`src/rtl/free_list_return_arbiter.sv`:
```
// Arbitrates the retire and squash paths onto the rename block's single free-register return port
// and tracks the free-register count. Optional FREE_RET_CHECK_EN enables sticky count_err checking.
module free_list_return_arbiter #(
    parameter int PHYS_W     = 5,
    parameter int NUM_PHYS   = 32,
    parameter int ARCH_REGS  = 8,
    parameter int LOW_THRESH = 2
) (
    input  logic              clk,
    input  logic              rst,
    input  logic              retire_valid,
    input  logic [PHYS_W-1:0] retire_reg,
    output logic              retire_ready,
    input  logic              squash_valid,
    input  logic [PHYS_W-1:0] squash_reg,
    output logic              squash_ready,
    input  logic              squash_active,
    input  logic              alloc,
    output logic              new_free,
    output logic [PHYS_W-1:0] new_free_reg,
    output logic [PHYS_W:0]   free_count,
    output logic              low_free,
    output logic              count_err
);

    localparam logic [PHYS_W:0] COUNT_MAX = (PHYS_W+1)'(NUM_PHYS);
    localparam logic [PHYS_W:0] COUNT_RST = (PHYS_W+1)'(NUM_PHYS - ARCH_REGS);
    localparam logic [PHYS_W:0] COUNT_LOW = (PHYS_W+1)'(LOW_THRESH);

    // Saturating count update: a grant and an alloc in the same cycle cancel out.
    function automatic logic [PHYS_W:0] next_count(input logic [PHYS_W:0] cur,
                                                   input logic            inc,
                                                   input logic            dec);
        logic [PHYS_W:0] res;
        res = cur;
        if (inc && !dec) begin
            res = cur + 1'b1;
        end else if (!inc && dec && (cur != '0)) begin
            res = cur - 1'b1;
        end
        return res;
    endfunction

    logic              full;
    logic              rr_last;
    logic              grant_retire_p0;
    logic              grant_squash_p0;
    logic              vld_p0;
    logic [PHYS_W-1:0] reg_p0;

    // Stage p0: combinational arbitration, readys are the grants themselves
    assign full = (free_count == COUNT_MAX);

    always_comb begin
        grant_retire_p0 = 1'b0;
        grant_squash_p0 = 1'b0;
        if (!full) begin
            if (squash_active) begin
                grant_squash_p0 = squash_valid;
            end else if (retire_valid && squash_valid) begin
                grant_retire_p0 = rr_last;
                grant_squash_p0 = !rr_last;
            end else begin
                grant_retire_p0 = retire_valid;
                grant_squash_p0 = squash_valid;
            end
        end
    end

    assign vld_p0       = grant_retire_p0 | grant_squash_p0;
    assign reg_p0       = grant_squash_p0 ? squash_reg : retire_reg;
    assign retire_ready = grant_retire_p0;
    assign squash_ready = grant_squash_p0;
    assign low_free     = (free_count <= COUNT_LOW);

    // Stage p1: registered return strobe, round-robin pointer and free count
    always_ff @(posedge clk or posedge rst) begin
        if (rst) begin
            new_free     <= 1'b0;
            new_free_reg <= '0;
            free_count   <= COUNT_RST;
            rr_last      <= 1'b1;
        end else begin
            new_free   <= vld_p0;
            free_count <= next_count(free_count, vld_p0, alloc);
            if (vld_p0) begin
                new_free_reg <= reg_p0;
                rr_last      <= grant_squash_p0;
            end
        end
    end

`ifdef FREE_RET_CHECK_EN
    function automatic logic bad_idx(input logic [PHYS_W-1:0] idx);
        return ({1'b0, idx} >= COUNT_MAX);
    endfunction

    logic err_set;
    assign err_set = (alloc && (free_count == '0))
                   || (retire_valid && bad_idx(retire_reg))
                   || (squash_valid && bad_idx(squash_reg));

    always_ff @(posedge clk or posedge rst) begin
        if (rst) begin
            count_err <= 1'b0;
        end else if (err_set) begin
            count_err <= 1'b1;
        end
    end

`ifndef SYNTHESIS
    always_ff @(posedge clk) begin
        if (!rst && err_set && !count_err) begin
            $error("free_list_return_arbiter: free count underflow or bad register index");
        end
    end
`endif
`else
    assign count_err = 1'b0;
`endif

endmodule
```
`config.mk`:
```
export PLATFORM = sky130hd
export DESIGN_NAME = free_list_return_arbiter
export DESIGN_NICKNAME = d
export VERILOG_FILES = /design/src/rtl/free_list_return_arbiter.sv
export SDC_FILE = /design/constraint.sdc
export NUM_CORES = 1
export LEC_CHECK = 0
export CAP_MARGIN = 20
export CORE_MARGIN = 10
export CORE_UTILIZATION = 43
export CTS_BUF_LIST = sky130_fd_sc_hd__clkbuf_16
export CTS_CLUSTER_DIAMETER = 60
export CTS_CLUSTER_SIZE = 14
export DETAILED_ROUTE_END_ITERATION = 10
export DONT_BUFFER_PORTS = 1
export PLACE_DENSITY = 0.63
export SETUP_SLACK_MARGIN = 0.3
export SLEW_MARGIN = 20
export SYNTH_ARGS = -nofsm -noshare
export SYNTH_HDL_FRONTEND = slang
export SYNTH_SLANG_ARGS = --single-unit
```
`constraint.sdc`:
```
create_clock -name clk -period 2.3 [get_ports clk]
set_clock_uncertainty 0.05 [all_clocks]
set_input_delay 0.46 -clock clk [delete_from_list [all_inputs] [get_ports clk]]
set_output_delay 0.46 -clock clk [all_outputs]
set_load 0.02 [all_outputs]
```
==> run summary <==
DETAILED ROUTING
----------------------------------------------------------------------------------
Detailed-router iteration count before antenna repair                            3
Vias per cell                                                                 5.22
Routed Wire Length                                                         2160 um
Initial detailed-routing violation count                                        11
DR DRC count                                                                     0
Routed length per placed instance                                          17.7 um
Total vias in the final route                                                  637
Post-route antenna net violation count                                           0

SYNTHESIS
----------------------------------------------------------------------------------
Area share of the leading cell type in the synthesized netlist               30.4%
Average footprint of a synthesized cell                                   10.8 um2
Mapped Cells                                                                    76
Cell area after synthesis                                                  823 um2
Synthesis-stage register bit count                                              13
Warning count from the yosys run                                                 0
Net count of the mapped netlist                                                 97
Sequential element share of the synthesized area                             40.0%
Top post-synthesis cells by area                                      dfrtp_1 (30%), dfstp_2 (9.6%), ha_1 (6.1%)
Area leader, netlist                                                       dfrtp_1
Count of cell types in the netlist                                              32

GLOBAL ROUTE
----------------------------------------------------------------------------------
Pin count of the biggest net entering global routing                            14
Number of antenna violations at the first check in global routing                0
Gr usage total                                                               10.1%
Total gr overflow                                                                0
Wire length of the first global-routing pass                               3320 um
Via count of the first global-routing pass                                     640

CRITICAL PATH
----------------------------------------------------------------------------------
Worst setup SP type                                                           flop
Flop2flop setup slack                                                        70 ps
Worst Setup End Kind                                                          flop
Worst path max stage delay                                                  550 ps
Maximum fanout along the worst path                                              5
Data arrival, critical path                                                2340 ps
Critical path's slowest cell                                               dfstp_2
Critical path class                                                        reg2reg
Endpoint required time on the critical path                                2410 ps
Worst R2R Path Depth                                                             9
Critical path, cell by cell                                           nor3_4 > o2bb2ai_2 > or2_4 > ha_4 > a211oi_2 > o21bai_1 > a21oi_2 > mux2i_1 > xor2_1

CELLS AND AREA
----------------------------------------------------------------------------------
Signed area change from the synthesized netlist to the final layout          43.9%
Share of post-route cells with drive strength above 1                        51.5%
Total Nets Final                                                               119
Most used cells in the layout excluding fill and tap cells            buf_4 (18), dfrtp_1 (8), nand2_1 (7), o21ai_0 (6), mux2i_1 (5)
Most common library cell in the layout ignoring fill and taps                buf_4
Number of antenna cells inserted                                                 0

CLOCKING
----------------------------------------------------------------------------------
Buffer cell driving the clock tree root                                  clkbuf_16
CTS max path bufs                                                                2
TritonCTS sink count                                                            13
Worst-Skew Late Latency                                                     240 ps
Number of levels the H-tree was split into                                       1
TritonCTS clock tree                                                           yes
CTS Buf Count                                                                    3
Clock slew seen by the registers of the worst setup and hold paths           40 ps

TIMING
----------------------------------------------------------------------------------
Count of endpoints failing hold in the final timing report                       0
Setup violators final                                                            0
Accumulated negative setup slack                                              0 ps
Actual transition at the worst max-transition pin                           564 ps
Maximum frequency from static timing analysis                              449 MHz
Worst setup margin                                                         74.1 ps
Worst slack on hold paths                                                  89.8 ps
Unrepaired setup endpoints after global routing                               true
Period utilisation layout                                                    96.8%
Count of final max-slew check failures                                           0
Shortest period the worst path allows                                      2230 ps
Remaining max-slew budget at the tightest pin                                62.4%

PLACEMENT
----------------------------------------------------------------------------------
Count of port buffers added during placement                                     0
Routability-driven placement congestion ratio                                0.709
Place WS                                                                   17.7 ps
Post-detailed-placement half-perimeter wirelength                          1580 um

PWR
----------------------------------------------------------------------------------
Combinational Power Share                                                    57.7%
Switching share of total power                                               39.0%
Reg power frac                                                               24.1%
Pint                                                                       1.08 mW
Static leakage                                                            0.520 nW
Fraction of power consumed by the clock network                              18.2%
Switching power                                                           0.688 mW
Pwr dens                                                               1490 mW/mm2
Worst-case vdd ir drop                                                    0.983 mV

DIE
----------------------------------------------------------------------------------
Floorplan die width                                                        63.8 um
DIE AREA                                                               0.00406 mm2
Initial Util                                                                 46.7%
Die height                                                                 63.8 um
Standard-cell rows                                                              15
Number of top-level pins                                                        32
Placeable core region                                                  0.00176 mm2

MIN PATH
----------------------------------------------------------------------------------
Hold Path Class                                                           in2async

FLOW RUN
----------------------------------------------------------------------------------
Max-cap violation count                                                          0

STATUS
----------------------------------------------------------------------------------
Result of the run                                                     complete, no violations

## worst max-delay path, delay by kind of cell (launching register included)
family / cells / cell delay, ps
xor gates and xnor gates: 1 / 160
adders and majority gates: 1 / 230
muxes: 1 / 230
DFF: 1 / 550
AOI/OAI and AO/OA: 4 / 560
and+or+nand+nor: 2 / 350
## synth_stat cells (all sizes together)
cell / number
fa: 1
ha: 4
o21ai: 7
or2: 1
nand3: 2
mux2: 4
a21oi: 5
inv: 4
o2bb2ai: 1
conb: 1
a21boi: 1
a2bb2oi: 1
dfstp: 3
and2b: 1
a21o: 2
a211oi: 1
nor4: 1
o21bai: 1
xor2: 3
nor3: 1
xnor2: 2
nor2: 2
buf: 2
mux2i: 5
nor3b: 1
nand3b: 1
dfrtp: 10
nand2: 8
## worst paths after layout
| kind | start | to |
|---|---|---|
| worst min-delay path | rst | free_count[5]$_DFFE_PP0P_ |
| max in group asynchronous | rst | free_count[0]$_DFFE_PP0P_ |
| worst max register to register | free_count[4]$_DFFE_PP1P_ | free_count[5]$_DFFE_PP0P_ |
| min in group clk | squash_valid | rr_last$_DFFE_PP1P_ |
| worst max-delay path | free_count[4]$_DFFE_PP1P_ | free_count[5]$_DFFE_PP0P_ |
| worst min register to register | rr_last$_DFFE_PP1P_ | rr_last$_DFFE_PP1P_ |
## stage by stage
step                std cells  utilization [%]  area [um2]  power [mW]
CTS                       116             62.2        1100        1.67
detailed placement        109             54.4         960        1.20
floorplan                  76                -         872       0.981
global route              122             67.2        1180        1.88
finish                    122             67.2        1180        1.76
global placement          109             54.4         960        1.19
## metal layers
layer  routed length [um]  vias up  track usage [%]
met5                    0        -                0
met4                    5        0             1.64
met3                  224        2             6.79
met2                 1050       20             16.2
met1                  871      307             11.0
li1                     -      308                -
## cell families after synthesis
logic type,count (synthesis),synth area share (%)
and+or+nand+nor,18,15.2
other,1,0.455
buffers and inverters,6,4.10
xor gates and xnor gates,5,5.32
AOI/OAI and AO/OA,19,14.9
adders and majority gates,5,8.51
muxes,9,11.6
DFF,13,40.0
## layout make-up
class	count	area, um2
well taps	25	31.3
inverters	4	17.5
clock buffers	3	75.1
fillers	153	579
flip-flops and latches	13	332
repair buffers	19	146
clock inverters	1	3.75
multi-input cells	57	579
## power by group through the flow
stage | combinational (mW) | sequential, mW | clock (mW)
floorplan | 0.444 | 0.537 | 0
global placement | 0.776 | 0.419 | 0
detailed placement | 0.782 | 0.421 | 0
CTS | 0.914 | 0.427 | 0.327
global route | 1.11 | 0.434 | 0.344
finish | 1.02 | 0.425 | 0.320
## timing repair
| action | 4_1_cts | 5_1_grt |
|---|---|---|
| hold buffers | 0 | 0 |
| setup buffers | 3 | 6 |
| setup endpoints to repair | 5 | 6 |
| resized for setup | 8 | 8 |
| pin swaps | 11 | 12 |
(Power assumes the default switching activity.)
